==> config.mk <==
export PLATFORM = sky130hd
export DESIGN_NAME = store_buffer
export DESIGN_NICKNAME = d
export VERILOG_FILES = /design/src/rtl/sb_pkg.sv /design/src/rtl/sb_fwd_match.sv /design/src/rtl/store_buffer.sv
export SDC_FILE = /design/constraint.sdc
export NUM_CORES = 2
export LEC_CHECK = 0
export ABC_AREA = 1
export CAP_MARGIN = 15
export CORE_MARGIN = 4
export CORE_UTILIZATION = 25
export CTS_BUF_LIST = sky130_fd_sc_hd__clkbuf_4 sky130_fd_sc_hd__clkbuf_8
export DETAILED_ROUTE_END_ITERATION = 10
export HOLD_SLACK_MARGIN = 0.12
export PLACE_DENSITY = 0.38
export RECOVER_POWER = 25
export SLEW_MARGIN = 40
export SYNTH_ARGS = -nofsm -noshare
export SYNTH_HDL_FRONTEND = slang
export SYNTH_SLANG_ARGS = --single-unit
export TNS_END_PERCENT = 50
==> constraint.sdc <==
create_clock -name clk -period 7.55 [get_ports clk]
set_input_delay 1.1325 -clock clk [delete_from_list [all_inputs] [get_ports clk]]
set_output_delay 1.1325 -clock clk [all_outputs]
set_load 0.03 [all_outputs]
==> src/rtl/sb_pkg.sv <==
// Shared definitions for the store buffer.
//   SB_DEPTH / SB_ADDR_W / SB_DATA_W : default buffer depth and datapath widths
//   sb_entry_t                       : one buffered store {address, data}
//   port_mode_t                      : who owns the DataMemory port this cycle
package sb_pkg;

    localparam int SB_DEPTH  = 4;
    localparam int SB_ADDR_W = 64;
    localparam int SB_DATA_W = 64;

    typedef struct packed {
        logic [SB_ADDR_W-1:0] adr;
        logic [SB_DATA_W-1:0] data;
    } sb_entry_t;

    // LOAD beats DRAIN; IDLE when neither is requested.
    typedef enum logic [1:0] {
        PORT_IDLE  = 2'd0,
        PORT_LOAD  = 2'd1,
        PORT_DRAIN = 2'd2
    } port_mode_t;

endpackage

==> src/rtl/sb_fwd_match.sv <==
// Youngest-match search over the buffered stores for load forwarding.
//   entry_adr/entry_data : storage array, indexed by physical slot
//   head, count          : oldest slot and number of occupied slots
//   ld_adr               : load address to look up
//   hit, data            : a valid entry matched; data of the youngest match
module sb_fwd_match
    import sb_pkg::*;
#(
    parameter int DEPTH  = SB_DEPTH,
    parameter int ADDR_W = SB_ADDR_W,
    parameter int DATA_W = SB_DATA_W
) (
    input  logic [ADDR_W-1:0]         entry_adr  [DEPTH],
    input  logic [DATA_W-1:0]         entry_data [DEPTH],
    input  logic [$clog2(DEPTH)-1:0]  head,
    input  logic [$clog2(DEPTH):0]    count,
    input  logic [ADDR_W-1:0]         ld_adr,
    output logic                      hit,
    output logic [DATA_W-1:0]         data
);

    localparam int PTR_W = $clog2(DEPTH);
    localparam int CNT_W = PTR_W + 1;

    // Re-order the slots by age: position 0 is the oldest (head), position
    // count-1 the youngest. Positions at or beyond count are not occupied.
    logic [DEPTH-1:0]  match_age;
    logic [DATA_W-1:0] data_age [DEPTH];

    genvar gi;
    generate
        for (gi = 0; gi < DEPTH; gi++) begin : g_age
            logic [PTR_W-1:0] idx;
            assign idx           = head + PTR_W'(gi);
            assign match_age[gi] = (CNT_W'(gi) < count) && (entry_adr[idx] == ld_adr);
            assign data_age[gi]  = entry_data[idx];
        end
    endgenerate

    // Scan oldest to youngest so the last (youngest) match wins.
    always_comb begin
        hit  = 1'b0;
        data = '0;
        for (int k = 0; k < DEPTH; k++) begin
            if (match_age[k]) begin
                hit  = 1'b1;
                data = data_age[k];
            end
        end
    end

endmodule

==> src/rtl/store_buffer.sv <==
// Store buffer between the EX/MEM register and DataMemory; owns the memory port.
// Committed stores queue in a circular FIFO and drain one per cycle while no
// load needs the port. Loads forward from the youngest matching store, else
// read DataMemory combinationally.
//   st_valid/st_adr/st_data/st_ready : store push interface
//   ld_valid/ld_adr/ld_data/ld_hit   : same-cycle load interface
//   mem_w/mem_r/mem_adr/mem_datain   : DataMemory control, mem_dataout returns data
//   count/empty                      : occupancy, used by fence/halt logic
module store_buffer
    import sb_pkg::*;
#(
    parameter int DEPTH  = SB_DEPTH,
    parameter int ADDR_W = SB_ADDR_W,
    parameter int DATA_W = SB_DATA_W
) (
    input  logic                     clk,
    input  logic                     rst_n,
    input  logic                     st_valid,
    input  logic [ADDR_W-1:0]        st_adr,
    input  logic [DATA_W-1:0]        st_data,
    output logic                     st_ready,
    input  logic                     ld_valid,
    input  logic [ADDR_W-1:0]        ld_adr,
    output logic [DATA_W-1:0]        ld_data,
    output logic                     ld_hit,
    output logic                     mem_w,
    output logic                     mem_r,
    output logic [ADDR_W-1:0]        mem_adr,
    output logic [DATA_W-1:0]        mem_datain,
    input  logic [DATA_W-1:0]        mem_dataout,
    output logic [$clog2(DEPTH):0]   count,
    output logic                     empty
);

    localparam int PTR_W = $clog2(DEPTH);
    localparam int CNT_W = PTR_W + 1;

    logic [PTR_W-1:0]  head_reg, tail_reg;
    logic [CNT_W-1:0]  count_reg;
    logic [ADDR_W-1:0] adr_mem  [DEPTH];
    logic [DATA_W-1:0] data_mem [DEPTH];

    logic              push;
    logic              drain;
    port_mode_t        port_mode;
    logic              fwd_hit;
    logic [DATA_W-1:0] fwd_data;

    // Ready depends on registered occupancy only: a full buffer refuses a
    // store even in a cycle where it also drains.
    assign st_ready = (count_reg != CNT_W'(DEPTH));
    assign push     = st_valid && st_ready;
    assign count    = count_reg;
    assign empty    = (count_reg == '0);

    // Port arbitration. Gated by rst_n so the port is quiet while reset is held.
    always_comb begin
        port_mode = PORT_IDLE;
        if (rst_n) begin
            if (ld_valid) begin
                port_mode = PORT_LOAD;
            end else if (count_reg != '0) begin
                port_mode = PORT_DRAIN;
            end
        end
    end

    assign drain = (port_mode == PORT_DRAIN);

    always_comb begin
        mem_w      = 1'b0;
        mem_r      = 1'b0;
        mem_adr    = adr_mem[head_reg];
        mem_datain = data_mem[head_reg];
        ld_hit     = 1'b0;
        ld_data    = '0;
        case (port_mode)
            PORT_LOAD: begin
                mem_r   = 1'b1;
                mem_adr = ld_adr;
                ld_hit  = fwd_hit;
                ld_data = fwd_hit ? fwd_data : mem_dataout;
            end
            PORT_DRAIN: begin
                mem_w = 1'b1;
            end
            default: ;
        endcase
    end

    sb_fwd_match #(
        .DEPTH  (DEPTH),
        .ADDR_W (ADDR_W),
        .DATA_W (DATA_W)
    ) u_fwd (
        .entry_adr  (adr_mem),
        .entry_data (data_mem),
        .head       (head_reg),
        .count      (count_reg),
        .ld_adr     (ld_adr),
        .hit        (fwd_hit),
        .data       (fwd_data)
    );

    // Pointers and occupancy. Power-of-two DEPTH makes the +1 wrap naturally.
    always_ff @(posedge clk or negedge rst_n) begin
        if (!rst_n) begin
            head_reg  <= '0;
            tail_reg  <= '0;
            count_reg <= '0;
        end else begin
            if (push) begin
                tail_reg <= tail_reg + PTR_W'(1);
            end
            if (drain) begin
                head_reg <= head_reg + PTR_W'(1);
            end
            case ({push, drain})
                2'b10:   count_reg <= count_reg + CNT_W'(1);
                2'b01:   count_reg <= count_reg - CNT_W'(1);
                default: count_reg <= count_reg;
            endcase
        end
    end

    // Entry storage needs no reset: slots outside [head, head+count) are ignored.
    always_ff @(posedge clk) begin
        if (push) begin
            adr_mem[tail_reg]  <= st_adr;
            data_mem[tail_reg] <= st_data;
        end
    end

endmodule

# Word level (Yosys, flattened, before mapping)
# Index checks and enable logic that the tools add are counted.
dict set report totals {
  reg_bits 519
  input_bits 260
}
dict set report op_classes {
  n_addsub 6
  n_lt_le_gt_ge 10
  eq_ne 9
  n_mux 46
  bitwise_logic 5
  n_reduce_logical 9
}
# operator n
set op_table {}
lappend op_table {{64-bit 2-to-1 mux} 24}
lappend op_table {{64-bit binary-select mux with 2-bit select} 8}
lappend op_table {{256-bit bitwise mux} 2}
lappend op_table {{64-bit == test} 4}
lappend op_table {{64-bit demux with 2-bit select} 1}
lappend op_table {{3-bit >= comparator (second input constant)} 5}
lappend op_table {{2-bit NOT with 3-bit output} 5}
lappend op_table {{1-bit 2-to-1 mux} 7}
lappend op_table {{1-bit logical AND} 6}
lappend op_table {{1-bit by 3-bit < comparator with 1-bit output (first input constant)} 2}
lappend op_table {{2-bit by 3-bit < comparator with 1-bit output (first input constant)} 2}
lappend op_table {{2-bit 2-to-1 mux} 3}
lappend op_table {{3-bit one-hot mux with 2 select lines} 1}
lappend op_table {{2-bit by 1-bit adder with 2-bit output (second input constant)} 2}
lappend op_table {{2-bit adder (second input constant)} 2}
lappend op_table {{2-bit by 1-bit == test with 1-bit output (second input constant)} 2}
lappend op_table {{2-bit == test (second input constant)} 2}
lappend op_table {{3-bit by 1-bit adder with 3-bit output (second input constant)} 1}
lappend op_table {{3-bit logical NOT} 1}
lappend op_table {{3-bit by 1-bit < comparator with 1-bit output (second input constant)} 1}
lappend op_table {{3-bit != test (second input constant)} 1}
lappend op_table {{3-bit nonzero test} 1}
lappend op_table {{3-bit by 1-bit subtractor with 3-bit output (second input constant)} 1}
lappend op_table {{2-bit nonzero test} 1}

# Longest topological paths before layout
dict set report depth {
  depth_word 12
  ltp_mapped 23
}

# Cells and area by module
# A second synthesis with hierarchy kept.
dict set report hier_totals {
  cells_unflattened 6085
  hier_area_um2 41298.4
}
# mod instances cells_each area_per_inst_um2 seq_area_each_um2
set by_module_without_submodules {}
lappend by_module_without_submodules {store_buffer 1 2098 22250.1 15549.9}
lappend by_module_without_submodules {sb_fwd_match 1 3987 19048.3 0.0}

# Worst setup path before layout
# OpenSTA, ideal clock, no wires.
dict set report synth_path {
  path_type {flip-flop to flip-flop}
  startpoint {register count_reg[0] (netlist: count[0])}
  endpoint {register adr_mem[0] (netlist bit), enable pin}
  setup_time_ns 0.617
  arrival_time_ns 6.764
  t_required_ns 6.933
  slack_ns 0.169
  path_stages_with_launch 6
  synth_period_minus_slack_ns 7.381
  cell_sequence {dfrtp_1 -> inv_1 -> ha_1 -> nand2_1 -> nand2_1 -> nor2_1}
}
dict set report synth_between {
  elab_chain_cells 2
}
# element line_no
set synth_rtl {}
lappend synth_rtl {{start, declared} store_buffer.sv:39} ;# logic [CNT_W-1:0] count_reg;
lappend synth_rtl {{start signal, assigned} store_buffer.sv:119} ;# 2'b10: count_reg <= count_reg + CNT_W'(1);
lappend synth_rtl {{start signal, assigned} store_buffer.sv:120} ;# 2'b01: count_reg <= count_reg - CNT_W'(1);
lappend synth_rtl {{start signal, assigned} store_buffer.sv:121} ;# default: count_reg <= count_reg;
lappend synth_rtl {{3-bit != test} store_buffer.sv:51} ;# assign st_ready = (count_reg != CNT_W'(DEPTH));
lappend synth_rtl {{named net st_ready} store_buffer.sv:21} ;# output logic st_ready,
lappend synth_rtl {{1-bit logical AND} store_buffer.sv:52} ;# assign push = st_valid && st_ready;
lappend synth_rtl {{end signal, assigned by index} store_buffer.sv:129} ;# adr_mem[tail_reg] <= st_adr;
lappend synth_rtl {{end, declared} store_buffer.sv:40} ;# logic [ADDR_W-1:0] adr_mem [DEPTH];
# The timed path passes the listed nets, and every way through them passes these cells.
# A chain may end at the register's enable or synchronous reset.

# Worst setup path in the final report
dict set report layout_path {
  startpoint {register head_reg[1]}
  endpoint {output port ld_data[53]}
}
dict set report layout_between {
  elab_chain_cells 12
  word_cells_on_any_way 49
  classes_between {3 x add/sub; 4 x eq/ne; 34 x mux; 4 x bitwise; 4 x reduce/logical}
}
# element line_no
set layout_rtl {}
lappend layout_rtl {{start, declared} store_buffer.sv:38} ;# logic [PTR_W-1:0] head_reg, tail_reg;
lappend layout_rtl {{start signal, assigned} store_buffer.sv:116} ;# head_reg <= head_reg + PTR_W'(1);
lappend layout_rtl {{2-bit by 1-bit adder with 2-bit output / 2-bit NOT with 3-bit output (equally long branches)} {sb_fwd_match.sv:34, sb_fwd_match.sv:35, sb_fwd_match.sv:36}}
lappend layout_rtl {{2-bit NOT with 3-bit output (not written as such) / 64-bit binary-select mux with 2-bit select (equally long branches)} {sb_fwd_match.sv:35, sb_fwd_match.sv:36}}
lappend layout_rtl {{64-bit binary-select mux with 2-bit select / 64-bit 2-to-1 mux (equally long branches)} sb_fwd_match.sv:35} ;# assign match_age[gi] = (CNT_W'(gi) < count) && (entry_adr[idx] == ld_adr);
lappend layout_rtl {{64-bit 2-to-1 mux (not written as such)} sb_fwd_match.sv:35}
lappend layout_rtl {{64-bit 2-to-1 mux (not written as such) / 64-bit == test (equally long branches)} sb_fwd_match.sv:35}
lappend layout_rtl {{64-bit == test / 1-bit logical AND (equally long branches)} sb_fwd_match.sv:35}
lappend layout_rtl {{1-bit logical AND, or another cell as far along} sb_fwd_match.sv:35}
lappend layout_rtl {{64-bit 2-to-1 mux / 1-bit 2-to-1 mux (equally long branches) (3 in series)} sb_fwd_match.sv:45} ;# if (match_age[k]) begin
lappend layout_rtl {{64-bit 2-to-1 mux (*)} store_buffer.sv:82} ;# ld_data = fwd_hit ? fwd_data : mem_dataout;
lappend layout_rtl {{64-bit 2-to-1 mux (*)} store_buffer.sv:77} ;# case (port_mode)
lappend layout_rtl {{end, declared} store_buffer.sv:24} ;# output logic [DATA_W-1:0] ld_data,
# Every way passes the cells marked *; elsewhere a longest branch is shown, timed or not. The select of a mux whose other input is x is not followed.

==> results.py <==
metrics = {
    "status": {
        "status": "completed",
    },
    "worst_setup_path": {
        "cpMostUsedCell": "nand2_1",
        "path_cells": "inv_8 > nand2_2 > nand2_8 > buf_4 > nand2_1 > o21ai_1 > xor2_2 > nand3_1 > nor2_1 > nand2_1 > nor2_1 > nand3_4 > inv_4 > buf_6 > a21oi_1 > nand2_1 > a21oi_1 > clkdlybuf4s50_1",
        "worst-setup-path-type": "flip-flop to output pin",
        "critPathLaunch": "head_reg[1]",
        "path_buf_inv": 5,
        "crit_path_start_kind": "flip-flop",
        "critPathTopFamily": "simple AND/OR/NAND/NOR gates",
        "cp.required_ns": 6.42,
        "crit_path_end_kind": "output pin",
        "cpPeakStageDelay_ns": 0.61,
        "critPathSlowestCell": "clkdlybuf4s50_1",
        "arrival_ns": 6.10,
        "timing.rr.start": "count[0]",
        "crit_fanout": 70,
    },
    "power_and_ir_drop": {
        "p_total_w": 0.0214,
        "peakVddDrop_uv": 278,
        "cellLeakagePower_nw": 21.9,
        "power.density_nw_per_um2": 446,
    },
    "clock_tree": {
        "cts-root-buf": "clkbuf_8",
        "cts_hold_buf": 0,
        "htreeDepth": 3,
        "clk_pin_slew_ns": 0.06,
        "clockBufferDepth": 3,
        "clkLatencyLatePin_ns": 0.86,
        "numCtsBuffers": 108,
        "cts_tree": "yes",
        "post_cts_buffers": 0,
        "cts_sinks": 519,
    },
    "sta": {
        "tightest_slew_ns": 0.961,
        "timing.fmax_mhz": 138,
        "post-route-min-period_ns": 7.24,
        "fin_crit_sh_pct": 95.8,
        "fin_skew_ns": 0.0537,
        "rsz0062_at_grt": "false",
        "drv_slew": 0,
        "fin_setup_tns_ns": 0,
        "slew-limit-headroom_pct": 35.5,
        "final-hold-violation-count": 0,
        "setup_viol": 0,
    },
    "synthesis": {
        "synthAdderAreaFrac_pct": 0.290,
        "synth-edff-count": 512,
        "synthFlopType": "edfxtp_1",
        "synth_common_cells": "2643 x nand2_1, 596 x nor2_1, 577 x o21ai_0",
        "ys_types": 33,
        "synth_area_per_cell_um2": 6.38,
        "synth_seq_cells": 519,
        "syn_area_um2": 38900,
        "muxShareOfSynthArea_pct": 0,
        "synth.area.top_cells": "edfxtp_1 40%, nand2_1 26%, o21ai_0 7.4%",
        "async_flop_share_pct": 1.35,
        "synthSimpleGateAreaFrac_pct": 39.7,
        "synth_nets": 6358,
        "synth_top_cell_by_area": "edfxtp_1",
        "synthMostInstantiatedCell": "nand2_1",
        "yosys_warnings": 0,
        "synth_top_family_by_area": "simple AND/OR/NAND/NOR gates",
        "synth_compound_area_share_pct": 10.2,
        "synth_top_area_share_pct": 39.6,
        "seq_area_frac_synth_pct": 40.0,
        "synthXorXnorAreaFrac_pct": 0.451,
        "syn_inst": 6089,
    },
    "layout": {
        "fin_nets": 6680,
        "drive_gt1_share_pct": 4.17,
        "utilization_pct": 31.0,
        "area_delta_synth_final_pct": 23.1,
    },
    "global_route": {
        "grtUsageTotal_pct": 23.5,
        "grt_pass1_vias": 38600,
        "antenna_found_initial": 52,
        "grt-ovfl-total": 0,
        "grt_pass1_wl_um": 278000,
        "grt_max_degree": 146,
    },
    "drt": {
        "dr_total_vias": 41500,
        "routed_via_density": 4.84,
        "routedWlPerCell_um": 22.9,
        "dr.pass1.iters": 8,
        "drt.antenna.violating_nets": 0,
        "wl_um": 196000,
        "route.detailed.drc": 0,
        "drt_iter0_markers": 4121,
    },
    "placement": {
        "dp_hpwl_um": 146000,
        "gp_congestion": 1.04,
        "port_buffers": 459,
    },
    "die": {
        "die_x_um": 402,
        "coreArea_um2": 154000,
        "initial_utilization_pct": 25.2,
        "pin_count": 460,
        "dieArea_um2": 162000,
        "die_h_um": 402,
        "rows": 144,
    },
    "run": {
        "drv_cap": 0,
    },
    "worst_hold_path": {
        "hp-class": "flip-flop to flip-flop",
        "hold_path.startpoint": "count[1]",
    },
}
metrics by stage:
| step | cell area [µm²] | hold slack, ns | cells | worst slack (ns) |
|---|---|---|---|---|
| after detailed placement | 45400 | 0.579 | 8341 | 0.651 |
| after global routing | 47800 | 0.627 | 8559 | 0.0309 |
| after global placement | 45300 | 0.579 | 8336 | 0.662 |
| after CTS | 47700 | 0.581 | 8542 | 0.00978 |
| after floorplan | 38900 | 0.557 | 6089 | 0.169 |
| final | 47800 | 0.593 | 8578 | 0.315 |
kinds of logic (layout without fill, tap and decap cells):
family,count (synthesis),after routing
xor+xnor,20,20
fa+ha+maj,9,9
other cells,0,34
simple gates,3869,3871
compound gates,788,788
flops,519,519
buf+inv,884,1293
report_power, final:
| part | internal (W) | total (W) | switching [W] |
|---|---|---|---|
| clock | 0.00180 | 0.00320 | 0.00140 |
| sequential | 0.00382 | 0.00405 | 0.000237 |
| combinational | 0.00364 | 0.0141 | 0.0105 |
| total | 0.00926 | 0.0214 | 0.0121 |
worst register-to-register path: stages, from the launching register on:
cell,delay (ns)
dfrtp_1,0.46
inv_1,0.12
ha_1,0.24
nand2_1,0.10
nand2_1,0.34
nor2_4,0.18
buf_4,0.54
buf_12,0.38
buf_16,0.38
what timing repair did:
action	CTS	global route
endpoints found under the setup margin	46	38
gates resized for setup	3	2
hold endpoints to repair	0	0
pin swaps	1	0
gates cloned	2	0
metal layers:
| layer | part of all wire (%) | GRT usage, % |
|---|---|---|
| met1 | 45 | 32.1 |
| met2 | 44 | 37.0 |
| met3 | 8.3 | 5.39 |
| met4 | 3.2 | 7.16 |
| met5 | 0.035 | 0 |
final cells by class:
class	count	area (µm²)
sequential	519	15600
tap	2044	2560
clock buffer	141	1730
timing repair buffer	527	5420
antenna	34	85.1
clock inverter	58	515
multi-input combinational	4688	19800
fill	17100	106000
inverter	567	2150
layout by cell type (no fill, tap or decap), types with 72 or more instances in the layout:
cell type        synthesis  final
nand2_1               2643   2641
nor2_1                 596    591
o21ai_0                577    574
inv_1                  563    562
nand3_1                548    547
edfxtp_1               512    512
clkdlybuf4s50_1          0    377
a21oi_1                131    131
clkbuf_8                 0    108
dlygate4sd3_1            0     82
o21ai_1                 70     72
worst paths after layout:
| path | depth (start not counted) | end | slack, ns |
|---|---|---|---|
| max | 18 | ld_data[53] | 0.31 |
| max in group asynchronous | 1 | head_reg[1] | 6.46 |
| min | 2 | count[1] | 0.59 |
| min in group asynchronous | 1 | tail_reg[0] | 0.72 |
| min reg2reg | 2 | count[1] | 0.59 |
| max reg2reg | 8 | adr_mem[21] | 4.25 |
Power figures use the tool's default switching activity.
